## config.mk

```make
export PLATFORM = sky130hd
export DESIGN_NAME = gf2m_reduce_97
export DESIGN_NICKNAME = d
export VERILOG_FILES = /design/src/rtl/gf2m_97_pkg.sv /design/src/rtl/gf2m_fold_97.sv /design/src/rtl/gf2m_reduce_97.sv
export SDC_FILE = /design/constraint.sdc
export NUM_CORES = 1
export LEC_CHECK = 0
export CAP_MARGIN = 20
export CORE_UTILIZATION = 51
export CTS_CLUSTER_SIZE = 16
export DETAILED_ROUTE_END_ITERATION = 10
export PLACE_DENSITY_LB_ADDON = 0.3
export RECOVER_POWER = 50
export SLEW_MARGIN = 30
export SYNTH_ARGS = -nofsm -noshare
export SYNTH_HDL_FRONTEND = slang
export SYNTH_SLANG_ARGS = --single-unit
```

## constraint.sdc

```tcl
create_clock -name clk -period 9.5 [get_ports clk]
set_input_delay 0.95 -clock clk [delete_from_list [all_inputs] [get_ports clk]]
set_output_delay 0.95 -clock clk [all_outputs]
set_load 0.03 [all_outputs]
```

## src/rtl/gf2m_97_pkg.sv

```systemverilog
// Shared constants and FSM state type for the GF(2^97) reducer
// (field polynomial x^97 + x^6 + 1).
package gf2m_97_pkg;
  localparam int M       = 97;
  localparam int K       = 6;
  localparam int PROD_W  = 2*M - 1;
  localparam int FOLD1_W = M - 1 + K;

  typedef enum logic [1:0] {
    IDLE  = 2'd0,
    FOLD2 = 2'd1,
    HOLD  = 2'd2
  } state_e;
endpackage

```

## src/rtl/gf2m_fold_97.sv

```systemverilog
// One combinational fold step: substitutes x^M = x^K + 1 for every bit at or
// above x^M. Output width is the larger of M and the shifted-high-part width.
module gf2m_fold_97
  import gf2m_97_pkg::*;
#(
  parameter int W  = PROD_W,
  parameter int OW = (M > W - M + K) ? M : W - M + K
) (
  input  logic [W-1:0]  x_i,
  output logic [OW-1:0] y_o
);

  always_comb begin
    y_o = '0;
    y_o[M-1:0] = x_i[M-1:0];
    // Each high coefficient x^(M+i) lands on x^i and x^(i+K).
    for (int i = 0; i < W - M; i++) begin
      y_o[i]     = y_o[i]     ^ x_i[M+i];
      y_o[i+K]   = y_o[i+K]   ^ x_i[M+i];
    end
  end

endmodule

```

## src/rtl/gf2m_reduce_97.sv

```systemverilog
// Two-pass sequential reducer of a 193-bit carry-less product mod
// x^97 + x^6 + 1. Define GF2_RED_SKIP_EN to bypass folding when the product
// already has degree < 97.
module gf2m_reduce_97
  import gf2m_97_pkg::*;
(
  input  logic              clk,
  input  logic              rst,
  input  logic              in_valid,
  output logic              in_ready,
  input  logic [PROD_W-1:0] in_prod,
  output logic              out_valid,
  input  logic              out_ready,
  output logic [M-1:0]      out_res
);

  state_e              state_q, state_d;
  logic [FOLD1_W-1:0]  r1_q, r1_d;
  logic [M-1:0]        r2_q, r2_d;
  logic [FOLD1_W-1:0]  fold1_y;
  logic [M-1:0]        fold2_y;

  gf2m_fold_97 #(.W(PROD_W), .OW(FOLD1_W)) u_fold1 (
    .x_i (in_prod),
    .y_o (fold1_y)
  );

  gf2m_fold_97 #(.W(FOLD1_W), .OW(M)) u_fold2 (
    .x_i (r1_q),
    .y_o (fold2_y)
  );

  always_ff @(posedge clk or posedge rst) begin
    if (rst) begin
      state_q <= IDLE;
      r1_q    <= '0;
      r2_q    <= '0;
    end else begin
      state_q <= state_d;
      r1_q    <= r1_d;
      r2_q    <= r2_d;
    end
  end

  always_comb begin
    state_d = state_q;
    r1_d    = r1_q;
    r2_d    = r2_q;
    unique case (state_q)
      IDLE: begin
        // Registers load only on accept, so an undriven in_prod never enters state.
        if (in_valid) begin
`ifdef GF2_RED_SKIP_EN
          if (in_prod[PROD_W-1:M] == '0) begin
            r2_d    = in_prod[M-1:0];
            state_d = HOLD;
          end else begin
            r1_d    = fold1_y;
            state_d = FOLD2;
          end
`else
          r1_d    = fold1_y;
          state_d = FOLD2;
`endif
        end
      end
      FOLD2: begin
        r2_d    = fold2_y;
        state_d = HOLD;
      end
      HOLD: begin
        if (out_ready) state_d = IDLE;
      end
      default: state_d = IDLE;
    endcase
  end

  assign in_ready  = (state_q == IDLE);
  assign out_valid = (state_q == HOLD);
  assign out_res   = r2_q;

endmodule

```

==> results.txt, run 1 <==
- Hold repair after CTS inserted 0 buffers.
- Setup violations remaining at the end of the flow were counted as 0.
- Routed len/inst: 19.6 microns
* Die Ht: 141 microns
* Ys async rst share: 100%
- Dividing the detail-routed via count by the number of cells gives 5.03.
- Max-cap violations in this run came to 4.
- For the pin with the worst max-slew slack, the measured transition is 4.82 ns.
- Placed cell areas: 13000 sq um
* Buffer levels on the longest clock path: 3
- Initial core utilization: 52.3%
- Across the VDD grid, the largest voltage drop is 0.198 mV.
- Of the available clock period, the critical path in the final layout requires 53.8%.
- Seq. cell area: 5030 sq um
- Root Driver: sky130_fd_sc_hd__clkbuf_16
* Area growth from synthesis to layout: 37.9%
- The pre-antenna-repair detailed-routing pass consisted of 4 iterations.
- Post-route design area: 13600 sq um
- Among all flip-flop cells after synthesis, the most frequent one is sky130_fd_sc_hd__dfrtp_1.
- Adding up every negative setup slack in the final design gives 0 ns.
- Leakage power of the design: 6.13 nW
- Residual DRC: 0
- The cell family contributing the most delay on the critical path is buffers and inverters.
* CTS tree: yes
* Fillers: 1215
* Quantity of gates resized following cts: 0
* Distinct cell type count after synthesis: 14
- Most frequent cell after synthesis: sky130_fd_sc_hd__dfrtp_1
- Sequential area share after synthesis: 51.1%
* Port Buffers: 295
* Number of slew-limit violations in the final report: 265
- The flow ran to the end, but the final reports show violations.
- After clock tree synthesis, the clock-pin slew on the worst setup and hold paths is 0.06 ns.
- GP Congestion: 0.799
- I/O pin cnt: 296
- Sink Count: 201
* Number of enable flip-flop cells after synthesis: 0
- The via count of the first global-routing pass is 6171.
* Post-synthesis instance area: 9850 sq um
- Synthesis inferred 201 register bits.
* ANT cells: 0
- Synthesis warning total: 0
- Buffers inserted during post-CTS setup optimization: 0
- Largest area contributor in the synthesized netlist: sky130_fd_sc_hd__dfrtp_1
- The worst path in the final design needs a cycle of 5.11 ns, including I/O delays and setup.
* Net count, final: 1033
- The final count of hold timing violations was 0.
- Data on the critical path is required at its endpoint by 9.85 ns.
- Final HPWL from detailed placement: 16200 microns
- Entering global routing, the biggest net connects 115 pins.
- The detail route stage leaves a number of antenna-violating nets equal to 0.
- First-pass GRT wire length: 33500 microns
- In the global route stage, overall resource usage came out at 22.1%.
- The cell count after synthesis came out at 536.
- Share of the synthesized area in the top cell type: 51.1%
* Largest driver fanout on the critical path: 55
- Clock Latency Late Sink: 0.49 ns
- Among all stages on the critical path, the largest delay is contributed by sky130_fd_sc_hd__clkbuf_1.
- For this block, the initial DRC count from the detailed router was 128.
- In this design, the stage delay of the slowest critical-path cell is 2.36 ns.
- Based on the critical path, the design can be clocked at up to 196 MHz.
- Clock Skew: 0.0151 ns
- STA classifies the critical path endpoint as a flip-flop.
- TritonCTS created 21 clock buffers.
- Yosys attributes the largest share of cell area to sky130_fd_sc_hd__dfrtp_1 (51%), sky130_fd_sc_hd__xor3_1 (22%), sky130_fd_sc_hd__mux2_2 (13%).
- Std-Cell Core Area: 18800 sq um
- Data arrives at the worst endpoint at 5.47 ns.
* Type of origin of the critical path: flip-flop
- The final reports fail on capacitance limit, slew limit.
- Total grt overflow: 0
- Hold Crit Class: flip-flop to flip-flop
* Routed via count: 5584
- Summing all multi-input logic gate instances after layout gives 4560 sq um.
- Slew margin rel.: -223%
- The die covers 19900 sq um.
* Die W: 141 microns
- The final layout contains routed wiring with a total length of 21700 microns.
- Num rows: 50
- The number of nets handed over by synthesis was 733.
- Setup repair after global routing left no endpoint under its margin.
- Cell types with the highest counts after synthesis: sky130_fd_sc_hd__dfrtp_1 (201), sky130_fd_sc_hd__mux2_2 (111), sky130_fd_sc_hd__xor3_1 (90)
- Post-synthesis area per instance: 18.4 sq um
* Worst Path Buf+Inv: 1
- Power spread over the standard cell area amounts to 310 nW/um^2.
- Category of the critical setup timing path: flip-flop to flip-flop
- Share of post-route cells with drive strength above 1: 17.6%
- The initial antenna violation count is 0.
- Walking the worst path, the cells encountered are nand2b_1 > clkbuf_1 > mux2_2.
- Level count of the clock H-tree: 1
## state kept, by name, indices dropped and copies added, names as in the netlist
register and flops:
out_res 97, state_q 2, r1_q 102
## layer usage
metal | up-vias | share of wire (%) | track usage (%)
met5 | - | 0 | 0
met4 | 0 | 1.6 | 4.69
met3 | 31 | 7.5 | 5.84
met2 | 198 | 51 | 39.3
met1 | 2818 | 39 | 27.2
li1 | 2537 | - | -
## final cells by class
type                       count  area share [%]
sequential                   201            37.0
multi-input combinational    311            33.6
timing repair buffer         299            21.9
tap                          260            2.40
clock buffer                  28            4.36
inverter                       2          0.0645
clock inverter                10           0.617
## where the power goes
group / switching, W / internal, W
registers: 0.000237 / 0.00131
logic: 0.000904 / 0.000976
clock network: 0.000320 / 0.000466
## stage by stage
step                power [W]  hold slack (ns)  instances  utilization [%]  setup slack [ns]
floorplan             0.00276            0.454        536                -              3.07
finish                0.00421            0.480       1111             72.1              4.39
detailed placement    0.00350            0.471       1073             69.1              5.99
global route          0.00442            0.492       1111             72.1              3.99
global placement      0.00341            0.463       1073             69.0              6.04
CTS                   0.00431            0.484       1111             72.7              6.49
## final timing paths
path                                to  slack, ns  depth (start not counted)        from
hold / removal                r1_q[34]       0.48                          1    r1_q[34]
min in group asynchronous      r1_q[1]       2.41                          2         rst
setup reg to reg           out_res[19]       4.39                          3  state_q[1]
hold reg to reg               r1_q[34]       0.48                          1    r1_q[34]
max in group asynchronous     r1_q[86]       4.88                          3         rst
setup / recovery           out_res[19]       4.39                          3  state_q[1]
## cell families after synthesis
group | count (synthesis) | share of synthesized area (%)
DFF | 201 | 51.1
muxes | 199 | 23.5
xor gates and xnor gates | 107 | 23.2
buffers and inverters | 24 | 1.86
and+or+nand+nor | 4 | 0.292
AOI/OAI and AO/OA | 1 | 0.0508
## layout by cell type, fill, tap and decap left out
cell type,instances
sky130_fd_sc_hd__clkdlybuf4s50_1,285
sky130_fd_sc_hd__dfrtp_1,201
sky130_fd_sc_hd__mux2_2,111
sky130_fd_sc_hd__xor3_1,90
sky130_fd_sc_hd__mux2_1,87
sky130_fd_sc_hd__clkbuf_16,21
sky130_fd_sc_hd__xor2_1,17
sky130_fd_sc_hd__dlygate4sd3_1,10
sky130_fd_sc_hd__clkinv_2,6
sky130_fd_sc_hd__clkbuf_1,5
sky130_fd_sc_hd__clkbuf_8,4
sky130_fd_sc_hd__nand2b_1,2
sky130_fd_sc_hd__clkinvlp_4,2
sky130_fd_sc_hd__nor3b_1,1
sky130_fd_sc_hd__inv_1,1
sky130_fd_sc_hd__nor2_1,1
sky130_fd_sc_hd__clkinvlp_2,1
sky130_fd_sc_hd__o21ai_0,1
sky130_fd_sc_hd__mux2_4,1
sky130_fd_sc_hd__inv_6,1
sky130_fd_sc_hd__bufinv_16,1
sky130_fd_sc_hd__buf_4,1
sky130_fd_sc_hd__buf_6,1
No activity file was read; power rests on OpenSTA's default activity.
==> run 2: changes to the inputs <==
--- a/config.mk
+++ b/config.mk
@@ -6,7 +6,7 @@
 export NUM_CORES = 1
 export LEC_CHECK = 0
 export CAP_MARGIN = 20
-export CORE_UTILIZATION = 51
+export CORE_UTILIZATION = 48
 export CTS_CLUSTER_SIZE = 16
 export DETAILED_ROUTE_END_ITERATION = 10
 export PLACE_DENSITY_LB_ADDON = 0.3
==> constraint.sdc (replaced) <==
create_clock -name clk -period 5.2 [get_ports clk]
set_input_delay 0.52 -clock clk [delete_from_list [all_inputs] [get_ports clk]]
set_output_delay 0.52 -clock clk [all_outputs]
set_load 0.03 [all_outputs]
==> run 2 against run 1 <==
The flow still finishes with violations (capacitance limit, slew limit). Hold slack is essentially flat. Flip-flop and latch count did not move. Global-route usage fell by 0.75 points. Sequential share of layout area is 0.46 points lower. Die area up 6.2%. Combinational power up 84%. Highest routed layer unchanged. Clock power increased by 110%. Wire length is 0.71% higher. Critical endpoint is now r1_q[74]. Count of clock-buffer cells in the layout up 1. Critical path type is now input pin to flip-flop. Largest power group unchanged.
==> results.txt, run 2 (synthesized netlist as in run 1, its figures left out) <==
- Detailed-routing iteration count for the pre-antenna-repair pass: 4 (unchanged)
* Met1 wire length: 8610 microns (was 8570 microns)
- The post-layout net count is 1035 (was 1033).
* Number of vias per cell after detailed routing: 4.96 (was 5.03)
- Timing would allow up to 298 MHz.
- Count of endpoints failing setup in the final report: 0 (unchanged)
- Violations in the final reports: capacitance limit, slew limit (unchanged)
- Status: finished, violations left (unchanged).
- The number of input and output port buffers inserted was 295 (unchanged).
- Slew margin rel.: -84.3% (was -223%)
- Initial core utilization: 48.8% (was 52.3%)
- The most common cell after layout, fill and taps aside is sky130_fd_sc_hd__clkdlybuf4s50_1 (unchanged).
- After layout, the worst path uses 64.6% of the clock period.
* Slew at the pin closest to its max-slew limit: 2.77 ns (was 4.82 ns)
- The total CTS buffers was 22 (was 21).
- Placed cell areas: 13000 sq um (about the same)
* Floorplan die area: 21100 sq um (was 19900 sq um)
* Power density cells: 576 nW/um^2 (was 310 nW/um^2)
* Final Hold Violating Endpoints: 0 (unchanged)
* Crit path arrival time: 3.73 ns (was 5.47 ns)
- The global-route wire length before repair came to 34900 microns (was 33500 microns).
- The final standard cell area without fillers was 13800 sq um (was 13600 sq um).
- Worst hold slack: 0.480 ns (about the same)
- The worst min-delay path category was flip-flop to flip-flop (unchanged).
* Antenna violations before repair: 0 (unchanged)
- The sum of negative setup slack was 0 ns (unchanged).
- The final count of pins violating max slew came to 195 (was 265).
- The vertical die dimension was 145 microns (was 141 microns).
* Residual DRC: 0 (unchanged)
- Num rows: 52 (was 50)
- Clock Skew: 0.00862 ns (was 0.0151 ns)
* Max rail drop VDD: 0.393 mV (was 0.198 mV)
- Clk slew on worst S/H paths: 0.05 ns (was 0.06 ns)
- Share of post-route cells with drive strength above 1: 18.1% (was 17.6%)
- The number of gates given a new drive strength after cts came to 0 (unchanged).
- The estimated wirelength of the detail-placed design came to 15800 microns (was 16200 microns).
- The width of the die came to 145 microns (was 141 microns).
- The non-filler instance count after layout is 1123 (was 1111).
- The total routing resource utilization after global routing is 21.4% (was 22.1%).
- Unrepaired setup endpoints after global routing: no (unchanged).
* Root Driver: sky130_fd_sc_hd__clkbuf_16 (unchanged)
- The count of maximum capacitance violations came to 2 (was 4).
* Clock Latency Late Sink: 0.50 ns (was 0.49 ns)
- The total vias in the final route came to 5570 (was 5584).
- The critical path launch point type was an input pin (was flip-flop).
- The total congestion overflow was 0 (unchanged).
- The routed wirelength normalized by instance count was 19.5 microns (was 19.6 microns).
* Count of antenna-violating nets left after detailed routing: 0 (unchanged)
- The worst path in the final design needs a cycle of 3.36 ns, including I/O delays and setup.
- Top routing layer used: met4 (unchanged)
- Area growth from synthesis to layout: 39.6% (was 37.9%)
- The total instance count after detailed placement was 1082 (was 1073).
- 1st-iter DRT viols: 132 (was 128)
- Length of routed met2 wiring: 11100 microns (was 11200 microns)
* Category of the critical setup timing path: input pin to flip-flop (was flip-flop to flip-flop)
- The via count of the first global-routing pass was 6189 (was 6171).
- The number of flip-flops under the largest register name was 102 (unchanged).
- The total of hold buffers inserted after clock tree synthesis is 0 (unchanged).
- Largest driver fanout on the critical path: 103 (was 55)
* Level count of the clock H-tree: 1 (unchanged)
* Required time reported for the critical path endpoint: 5.57 ns (was 9.85 ns)
- Crit path capture type: flip-flop (unchanged)
- The weighted congestion at the end of routability-driven global placement is 0.816 (was 0.799).
- Pin count of the biggest net entering global routing: 202 (was 115)
* CTS tree: yes (unchanged)
- The post-CTS setup buffer count came to 0 (unchanged).
* Most flops, register: r1_q (unchanged)
* Detail Route met3 WL: 1660 microns (was 1620 microns)
- Commonest cells after routing, fill and taps aside: sky130_fd_sc_hd__clkdlybuf4s50_1 (294), sky130_fd_sc_hd__dfrtp_1 (201), sky130_fd_sc_hd__mux2_2 (111) (was sky130_fd_sc_hd__clkdlybuf4s50_1 (285), sky130_fd_sc_hd__dfrtp_1 (201), sky130_fd_sc_hd__mux2_2 (111))
* Sink Count: 201 (unchanged)
- Detailed Route WL: 21900 microns (was 21700 microns)
- ANT cells: 0 (unchanged)
- The number of top-level pins came to 296 (unchanged).
- The static power due to leakage was 6.20 nW (was 6.13 nW).
- Buffer levels on the longest clock path: 3 (unchanged)
- The core region area came to 20200 sq um (was 18800 sq um).
-- run 2: cell types whose count changed in the layout (fill, tap and decap cells not counted), sizes merged --
cell,before,now
buf,2,3
bufinv,1,4
clkbuf,30,31
clkdlybuf4s50,285,294
clkinv,6,4
dlygate4sd3,10,1
inv,2,1
-- run 2: per-layer routing --
layer	vias to the layer above	GRT usage [%]
met1	2778	26.4
met2	219	36.9
met3	39	5.88
li1	2534	-
met5	-	0
met4	0	5.89
-- run 2: power breakdown --
group          internal [W]  switching [W]  total, W
combinational       0.00180        0.00164   0.00345
sequential          0.00238       0.000437   0.00282
clock               0.00103       0.000615   0.00165
total               0.00522        0.00270   0.00792
-- run 2: layout make-up --
type / instances / area (sq um)
Fill cell: 1360 / 6420
Sequential cell: 201 / 5030
Multi-Input combinational cell: 311 / 4570
Timing Repair Buffer: 300 / 3030
Clock buffer: 29 / 618
Tap cell: 270 / 338
Clock inverter: 10 / 155
Inverter: 2 / 11.3
-- run 2: final timing paths --
kind                            start           to  slack [ns]  cells after the start
max                          in_valid     r1_q[74]        1.84                      4
min                          r1_q[22]     r1_q[22]        0.48                      1
max reg2reg                state_q[1]     r1_q[74]        1.86                      3
min reg2reg                  r1_q[22]     r1_q[22]        0.48                      1
max in group asynchronous         rst  out_res[95]        2.46                      4
min in group asynchronous         rst     r1_q[34]        1.31                      3
-- run 2: per-stage QoR --
stage	power [W]	setup slack, ns	util, %
after CTS	0.00810	2.75	68.4
final	0.00792	1.84	68.2
after detailed placement	0.00640	2.78	64.6
after global placement	0.00625	2.85	64.6
after global routing	0.00831	1.64	68.2
after floorplan	0.00503	2.08	-
-- run 2: worst max-delay path: stages --
cell and delay (ns):
sky130_fd_sc_hd__clkdlybuf4s50_1 0.48, sky130_fd_sc_hd__nor3b_4 0.19, sky130_fd_sc_hd__clkbuf_2 1.98, sky130_fd_sc_hd__mux2_2 0.47
